<file path="config.mk">
export PLATFORM = sky130hd
export DESIGN_NAME = ram_port_avl
export DESIGN_NICKNAME = d
export VERILOG_FILES = /design/src/rtl/ram_port_avl.sv
export SDC_FILE = /design/constraint.sdc
export NUM_CORES = 1
export LEC_CHECK = 0
export CORE_UTILIZATION = 57
export CTS_CLUSTER_SIZE = 12
export DETAILED_ROUTE_END_ITERATION = 10
export DONT_BUFFER_PORTS = 1
export PLACE_DENSITY = 0.84
export SLEW_MARGIN = 20
export SYNTH_ARGS = -nofsm -noshare
export SYNTH_HDL_FRONTEND = slang
export SYNTH_SLANG_ARGS = --single-unit
</file>
<file path="constraint.sdc">
create_clock -name clk -period 1.7 [get_ports clk]
set_clock_uncertainty 0.15 [all_clocks]
set_input_delay 0.34 -clock clk [delete_from_list [all_inputs] [get_ports clk]]
set_output_delay 0.34 -clock clk [all_outputs]
set_load 0.01 [all_outputs]
</file>
<file path="src/rtl/ram_port_avl.sv">
// ram_port_avl
//   Single-port responder between the frame-buffer request handshake and the
//   LPDDR2 controller's Avalon-MM slave. Each accepted wr_en/rd_en request
//   becomes one single-beat Avalon command; read data comes back to the
//   requester as a one-cycle rd_data_valid pulse. Only one command is ever
//   outstanding, so responses can never be reordered.
//
// Ports
//   clk, reset                     clock (posedge) and async active-low reset
//   wr_en, wr_addr, wr_data        write request, taken only while wr_rdy=1
//   rd_en, rd_addr                 read request, taken only while rd_rdy=1
//   wr_rdy, rd_rdy                 port idle and able to take a request
//   rd_data, rd_data_valid         read return data and its one-cycle strobe
//   rd_err                         sticky read-timeout flag
//   avl_ready                      controller accepts the presented command
//   avl_addr, avl_wdata            command address (BASE_ADDR + word addr) / data
//   avl_write_req, avl_read_req    command strobes, held until accepted
//   avl_burstbegin, avl_size       single-beat burst marker, size fixed at 1
//   avl_rdata, avl_rdata_valid     controller read return

module ram_port_avl #(
  parameter int                    DATA_W     = 32,
  parameter int                    ADDR_W     = 24,
  parameter int                    AVL_ADDR_W = 29,
  parameter logic [AVL_ADDR_W-1:0] BASE_ADDR  = '0,
  parameter int                    TIMEOUT    = 1023
) (
  input  logic                  clk,
  input  logic                  reset,
  input  logic                  wr_en,
  input  logic [ADDR_W-1:0]     wr_addr,
  input  logic [DATA_W-1:0]     wr_data,
  input  logic                  rd_en,
  input  logic [ADDR_W-1:0]     rd_addr,
  output logic                  wr_rdy,
  output logic                  rd_rdy,
  output logic [DATA_W-1:0]     rd_data,
  output logic                  rd_data_valid,
  output logic                  rd_err,
  input  logic                  avl_ready,
  output logic [AVL_ADDR_W-1:0] avl_addr,
  output logic [DATA_W-1:0]     avl_wdata,
  output logic                  avl_write_req,
  output logic                  avl_read_req,
  output logic                  avl_burstbegin,
  output logic [2:0]            avl_size,
  input  logic [DATA_W-1:0]     avl_rdata,
  input  logic                  avl_rdata_valid
);

  localparam int CNT_W = $clog2(TIMEOUT + 1);

  typedef enum logic [1:0] {
    IDLE    = 2'd0,
    WR_CMD  = 2'd1,
    RD_CMD  = 2'd2,
    RD_WAIT = 2'd3
  } state_t;

  state_t                  state_q;
  logic                    rdy_q;
  logic [AVL_ADDR_W-1:0]   avl_addr_q;
  logic [DATA_W-1:0]       avl_wdata_q;
  logic                    write_req_q;
  logic                    read_req_q;
  logic                    burst_q;
  logic [DATA_W-1:0]       rd_data_q;
  logic                    rd_valid_q;
  logic                    rd_err_q;
  logic [CNT_W-1:0]        cnt_q;

  // All outputs are registered so the Avalon command stays stable while the
  // controller stalls. rdy_q is held low straight out of reset and goes high
  // on the first IDLE cycle; a request is only taken while it is already high.
  always_ff @(posedge clk or negedge reset) begin
    if (!reset) begin
      state_q     <= IDLE;
      rdy_q       <= 1'b0;
      avl_addr_q  <= '0;
      avl_wdata_q <= '0;
      write_req_q <= 1'b0;
      read_req_q  <= 1'b0;
      burst_q     <= 1'b0;
      rd_data_q   <= '0;
      rd_valid_q  <= 1'b0;
      rd_err_q    <= 1'b0;
      cnt_q       <= '0;
    end else begin
      rd_valid_q <= 1'b0;
      case (state_q)
        IDLE: begin
          rdy_q <= 1'b1;
          // Write has priority; a simultaneous read is not latched and the
          // requester keeps rd_en asserted until the port is idle again.
          if (rdy_q && wr_en) begin
            avl_addr_q  <= BASE_ADDR + AVL_ADDR_W'(wr_addr);
            avl_wdata_q <= wr_data;
            write_req_q <= 1'b1;
            burst_q     <= 1'b1;
            rdy_q       <= 1'b0;
            state_q     <= WR_CMD;
          end else if (rdy_q && rd_en) begin
            avl_addr_q <= BASE_ADDR + AVL_ADDR_W'(rd_addr);
            read_req_q <= 1'b1;
            burst_q    <= 1'b1;
            rdy_q      <= 1'b0;
            state_q    <= RD_CMD;
          end
        end
        WR_CMD: begin
          if (avl_ready) begin
            write_req_q <= 1'b0;
            burst_q     <= 1'b0;
            rdy_q       <= 1'b1;
            state_q     <= IDLE;
          end
        end
        RD_CMD: begin
          if (avl_ready) begin
            read_req_q <= 1'b0;
            burst_q    <= 1'b0;
            cnt_q      <= '0;
            state_q    <= RD_WAIT;
          end
        end
        RD_WAIT: begin
          // Returned data wins over a timeout landing in the same cycle.
          if (avl_rdata_valid) begin
            rd_data_q  <= avl_rdata;
            rd_valid_q <= 1'b1;
            rdy_q      <= 1'b1;
            state_q    <= IDLE;
          end else if (cnt_q == CNT_W'(TIMEOUT - 1)) begin
            rd_err_q <= 1'b1;
            rdy_q    <= 1'b1;
            state_q  <= IDLE;
          end else begin
            cnt_q <= cnt_q + 1'b1;
          end
        end
        default: begin
          state_q <= IDLE;
        end
      endcase
    end
  end

  assign wr_rdy         = rdy_q;
  assign rd_rdy         = rdy_q;
  assign rd_data        = rd_data_q;
  assign rd_data_valid  = rd_valid_q;
  assign rd_err         = rd_err_q;
  assign avl_addr       = avl_addr_q;
  assign avl_wdata      = avl_wdata_q;
  assign avl_write_req  = write_req_q;
  assign avl_read_req   = read_req_q;
  assign avl_burstbegin = burst_q;
  assign avl_size       = 3'd1;

endmodule

</file>
==> results.cfg, run 1 <==
[outcome]
status = complete, but fails checks
violations = negative hold slack, negative setup slack

[floorplanning]
num_rows = 32
core_area_um2 = 7850
io_pins = 221
dieWidth_um = 92.8
initial_core_util = 0.599
die-height_um = 92.8
dieArea_um2 = 8610

[sta]
setup_tns_ps = -7980
post-route-period-util = 1.15
rsz0062_at_grt = true
setup_viol = 69
relSlewSlack = 0.640
hold_viol = 107
period_minus_slack_ps = 1950
worst_slack_ps = -250
tightest_slew_ps = 534
timing.hold.ws_ps = -501
fmax_mhz = 513
maxSlewViolCount = 0

[logic_synthesis]
synth_warnings = 0
synth_fa_ha_area_frac = 0.0213
synth-compound-area-share = 0.0716
avgSynthCellArea_um2 = 12.6
synth_top_family_by_area = multiplexers
synthSimpleGateAreaFrac = 0.0777
synthDominantCellAreaShare = 0.564
syn_area_um2 = 4700
yosys.area_share.xor_xnor = 0
synthFlopType = dfrtp_1
synth.distinct_cells = 46
syn_inst = 374
synth_area_leader_cell = dfrtp_1
seq_area_frac_synth = 0.564
synthMuxAreaShare = 0.223
async_flop_share = 1.00
synth_edf_count = 0
synth.area.top_cells = dfrtp_1, mux2_2, mux2i_1
ys_seq_elements = 106

[worst_setup_path]
startpoint_type = flop
slowest_stage = dfrtp_1
ff2ff_path_depth = 8
r2r-start = state_q[0]$_DFFE_PN0P_
path_max_fanout = 6
critical_path.cell_chain = buf_6, ha_4, nand2_2, inv_8, nor2_4, buf_4, a31oi_4, a41o_2
r2r-end = cnt_q[2]$_DFFE_PN0P_
path_class = reg -> reg
crit_buf_inv = 3
crit_path_max_incr_delay_ps = 420
cp_data_required_time_ps = 1810
setup.worst_path.end_class = flop
worst-r2r-setup-slack_ps = -250
worstPathArrival_ps = 2060
worstSetupStartpoint = state_q[0]$_DFFE_PN0P_
crit_family = flip-flops

[detailed_routing]
drc = 0
routed_wl_um = 15300
wl_met2_um = 7910
wl_met3_um = 1330
ant_nets = 0
m1WireLength_um = 5450
top_layer = met4
firstDrtPassIters = 5
routed_via_density = 6.29
vias = 3793
wl_per_cell_um = 25.5
drtIter0Drc = 219

[placed_design]
place.gp.congestion = 0.912
place.port_buffers = 0
dp_hpwl_um = 7430
place_area_um2 = 5020
dpl.cell_count = 489

[clock_network]
cts-root-to-sink-buffers = 2
clkSlewWorstSetupHoldPaths_ps = 110
insertion_delay_ps = 370
cts_sinks = 106
cts_made_buffers = 9
cts_root_buf = clkbuf_8
cts_tree = yes
cts_max_level = 3

[global_route]
overflow = 0
grt_usage = 0.309
antenna_found_initial = 0
grt_pass1_vias = 3757
grt_max_degree = 107
grt_first_pass_wirelength_um = 20100

[min_path]
hold_path_class = in -> async

[finish]
final_nets = 622
num_antenna_cells = 0
fin_area_um2 = 6660
fillers = 360
syn_to_final_growth_pct = 41.7
final_cells = 603
drive_gt1_frac = 0.443

[power_and_ir_drop]
total_leakage_power_nw = 2.92
power_mw = 11.7
p_per_area_nw_per_um2 = 1750
peakVddDrop_v = 0.00101

[flow_run]
drv_cap = 0
worst max-delay path by stage:
stage | end | slack [ps] | depth (start not counted)
after floorplan | cnt_q[1]$_DFFE_PN0P_ | -90 | 7
after global placement | cnt_q[8]$_DFFE_PN0P_ | -60 | 6
after detailed placement | cnt_q[1]$_DFFE_PN0P_ | -160 | 5
after CTS | cnt_q[1]$_DFFE_PN0P_ | -110 | 6
after global routing | state_q[1]$_DFFE_PN0P_ | -270 | 9
final | cnt_q[2]$_DFFE_PN0P_ | -250 | 8
area by class of cell:
cell class	instances	area, um2	area share
multi-input combinational	242	2250	0.338
inverter	5	28.8	0.00432
sequential	106	2650	0.398
timing repair buffer	132	1400	0.210
clock buffer	10	138	0.0207
tap	102	128	0.0192
clock inverter	6	66.3	0.00995
layout by cell type (no fill, tap or decap), types with 2 or more instances in the layout:
cell type,n
mux2_4,2
a21oi_1,4
inv_2,2
conb_1,8
ha_1,3
nand4_1,2
mux2_2,64
nand2_2,14
clkbuf_16,6
buf_4,41
nor2_1,4
mux2i_1,29
clkbuf_8,10
nor2_2,2
dfrtp_1,105
nand2_4,11
o211ai_1,2
buf_12,5
o21ai_0,7
a22o_1,4
nand2_1,17
buf_6,12
ha_4,4
o21ai_2,14
inv_8,4
nand3_1,3
dlygate4sd3_1,66
nand3_2,2
o21ai_1,13
worst register-to-register path: stages (launching register included):
cell	delay, ps
dfrtp_1	420
buf_6	140
ha_4	170
nand2_2	140
inv_8	80
nor2_4	220
buf_4	180
a31oi_4	90
a41o_2	250
metal layers:
metal | global-route usage | vias to the layer above
met2 | 0.526 | 284
met4 | 0.131 | 0
met3 | 0.0944 | 63
li1 | - | 1553
met5 | 0 | -
met1 | 0.362 | 1893
power by group:
part / switching (mW) / leakage, nW / total (mW) / internal [mW]
Combinational: 2.18 / 1.53 / 4.84 / 2.66
Clock: 0.963 / 0.101 / 1.58 / 0.619
Sequential: 1.56 / 1.29 / 5.23 / 3.67
per-stage QoR:
step / utilization / worst slack, ps / hold WS, ps
floorplan: - / -91.4 / -106
global placement: 0.639 / -63.7 / -103
detailed placement: 0.639 / -162 / -103
CTS: 0.780 / -110 / -514
global route: 0.849 / -275 / -535
finish: 0.849 / -250 / -501
synthesized netlist by cell type, types with 3 or more instances:
library cell and count:
mux2i_1 30, nand2_1 41, buf_4 14, nand3_1 5, ha_1 8, a22o_1 4
a21oi_1 5, o21ai_0 34, mux2_2 65, clkbuf_1 3, nor2_1 6, dfrtp_1 106
buf_2 8, inv_1 4
state kept, by name (all words and copies together) (netlist names):
register        flops
avl_burstbegin      1
avl_wdata          32
avl_read_req        1
rd_rdy              1
rd_data_valid       1
avl_write_req       1
state_q             2
rd_data            32
rd_err              1
avl_addr           24
cnt_q              10
logic make-up (layout without fill, tap and decap cells):
group           Yosys count  after routing
compound gates           56             56
buf+inv                  32            153
simple gates             74             74
fa+ha+maj                 8              8
other cells               2              8
flops                   106            106
mux                      96             96
what timing repair did:
| action | in CTS | in global routing |
|---|---|---|
| endpoints found under the setup margin | 99 | 100 |
| setup buffers | 9 | 16 |
| endpoints found under the hold margin | 170 | 108 |
| hold buffers | 64 | 2 |
| gates cloned | 2 | 8 |
| gates resized for setup | 36 | 95 |
| pin swaps | 11 | 21 |
Note: power is estimated with default switching activity, not from simulation.
==> run 2: changes to the inputs <==
--- a/config.mk
+++ b/config.mk
@@ -5,12 +5,13 @@
 export SDC_FILE = /design/constraint.sdc
 export NUM_CORES = 1
 export LEC_CHECK = 0
+export CAP_MARGIN = 15
 export CORE_UTILIZATION = 57
+export CTS_CLUSTER_DIAMETER = 50
 export CTS_CLUSTER_SIZE = 12
 export DETAILED_ROUTE_END_ITERATION = 10
 export DONT_BUFFER_PORTS = 1
 export PLACE_DENSITY = 0.84
-export SLEW_MARGIN = 20
 export SYNTH_ARGS = -nofsm -noshare
 export SYNTH_HDL_FRONTEND = slang
 export SYNTH_SLANG_ARGS = --single-unit
==> results of run 2 <==
No change in the layout: final DEF, timing and power equal those of run 1.
==> run 3: changes to the inputs <==
--- a/config.mk
+++ b/config.mk
@@ -11,6 +11,7 @@
 export CTS_CLUSTER_SIZE = 12
 export DETAILED_ROUTE_END_ITERATION = 10
 export DONT_BUFFER_PORTS = 1
+export GPL_TIMING_DRIVEN = 0
 export PLACE_DENSITY = 0.84
 export SYNTH_ARGS = -nofsm -noshare
 export SYNTH_HDL_FRONTEND = slang
==> results.cfg, run 3 (synthesis results as in run 1) <==
[floorplanning]
die-height_um = 92.8
io_pins = 221
dieWidth_um = 92.8
num_rows = 32
core_area_um2 = 7850
dieArea_um2 = 8610
initial_core_util = 0.599

[clock_network]
cts-root-to-sink-buffers = 2
cts_sinks = 106
clkSlewWorstSetupHoldPaths_ps = 120
cts_tree = yes
cts_max_level = 3
cts_made_buffers = 9
insertion_delay_ps = 380
cts_root_buf = clkbuf_8

[sta]
timing.hold.ws_ps = -513
post-route-period-util = 1.16
hold_viol = 108
fmax_mhz = 506
worst_slack_ps = -276
rsz0062_at_grt = true
maxSlewViolCount = 0
setup_viol = 82
period_minus_slack_ps = 1980

[global_route]
grt_first_pass_wirelength_um = 18500
grt_usage = 0.285
grt_max_degree = 107
antenna_found_initial = 0
overflow = 0
grt_pass1_vias = 3653

[worst_setup_path]
slowest_stage = dfrtp_1
setup.worst_path.end_class = flop
cp_data_required_time_ps = 1820
worstPathArrival_ps = 2100
startpoint_type = flop
crit_path_max_incr_delay_ps = 470
critical_path.cell_chain = ha_4, nand4_1, or3_1, buf_6, nand2_4, mux2_4
path_max_fanout = 5
path_class = reg -> reg

[detailed_routing]
wl_per_cell_um = 23.3
vias = 3618
routed_via_density = 6.03
drtIter0Drc = 153
drc = 0
routed_wl_um = 14000
firstDrtPassIters = 4
ant_nets = 0

[power_and_ir_drop]
total_leakage_power_nw = 2.98
p_per_area_nw_per_um2 = 1740
power_mw = 11.5
peakVddDrop_v = 0.00105

[finish]
fin_area_um2 = 6610
final_common_cell = dfrtp_1
final_cells = 600
fillers = 388
final_nets = 618
drive_gt1_frac = 0.400
final_cell_mix = dfrtp_1, dlygate4sd3_1, mux2_2
syn_to_final_growth_pct = 40.7

[min_path]
hold_path_class = in -> async

[outcome]
status = complete, but fails checks
violations = negative hold slack, negative setup slack

[placed_design]
dp_hpwl_um = 7370
place.gp.congestion = 0.836
dpl.cell_count = 482
place.port_buffers = 0
place_area_um2 = 4890

[flow_run]
drv_cap = 0
==> run 3: changes by cell type in the layout (fill, tap and decap cells not counted), sizes merged <==
cell,previous run,this run
dlygate4sd3,66,71
diode,0,1
inv,8,9
clkinvlp,1,0
clkinv,2,3
clkbuf,16,12
buf,60,54
==> run 3: area by class of cell <==
cell class                 count  area [um2]  area share
buffer                        25         244      0.0369
clock inverter                 7        86.3      0.0131
antenna                        1        2.50    0.000378
timing repair buffer         103        1070       0.162
multi-input combinational    242        2280       0.345
tap                          102         128      0.0193
sequential                   106        2660       0.401
inverter                       5        23.8     0.00359
clock buffer                   9         124      0.0187
==> run 3: report_power, final <==
group	total (mW)	internal (mW)	switching (mW)
Combinational	4.59	2.60	1.99
Sequential	5.28	3.67	1.61
Clock	1.62	0.609	1.01
==> run 3: routing by layer <==
metal / routed length, um / part of all wire / GRT usage / vias to the layer above
met3: 963 / 0.069 / 0.0837 / 39
met4: 442 / 0.032 / 0.112 / 0
met1: 5090 / 0.36 / 0.322 / 1829
met2: 7500 / 0.54 / 0.503 / 206
met5: 0 / 0 / 0 / -
li1: - / - / - / 1544
==> run 3: worst paths after layout <==
| check | from | endpoint | slack [ps] | cells after the start |
|---|---|---|---|---|
| setup / recovery | state_q[0]$_DFFE_PN0P_ | cnt_q[1]$_DFFE_PN0P_ | -280 | 6 |
| hold / removal | reset | rd_data[4]$_DFFE_PN0P_ | -510 | 0 |
| setup reg to reg | state_q[0]$_DFFE_PN0P_ | cnt_q[1]$_DFFE_PN0P_ | -280 | 6 |
| hold reg to reg | rd_err$_DFFE_PN0P_ | rd_err$_DFFE_PN0P_ | 390 | 1 |
| max in group asynchronous | reset | avl_addr[16]$_DFFE_PN0P_ | 1710 | 0 |
| min in group clk | rd_addr[19] | avl_addr[19]$_DFFE_PN0P_ | -10 | 2 |
==> run 3: stage by stage <==
step	setup slack, ps	util	TNS, ps
3_3_place_gp	-256	0.624	-16260
2_1_floorplan	-91.4	-	-350
4_1_cts	-153	0.780	-2530
6_report	-276	0.843	-10450
3_5_place_dp	-312	0.624	-20640
5_1_grt	-305	0.842	-14010
==> run 3: timing repair <==
action | 4_1_cts | 5_1_grt
cloned | 3 | 2
hold endpoints to repair | 170 | 110
pin swaps | 6 | 19
endpoints found under the setup margin | 96 | 94
setup buffers | 17 | 11
hold buffers | 64 | 7
resized for setup | 46 | 116
==> run 3: worst max-delay path, delay by kind of cell (launching register included) <==
kind / cells / cell delay, ps
flops: 1 / 470
buf+inv: 1 / 140
mux: 1 / 290
fa+ha+maj: 1 / 200
simple gates: 3 / 600
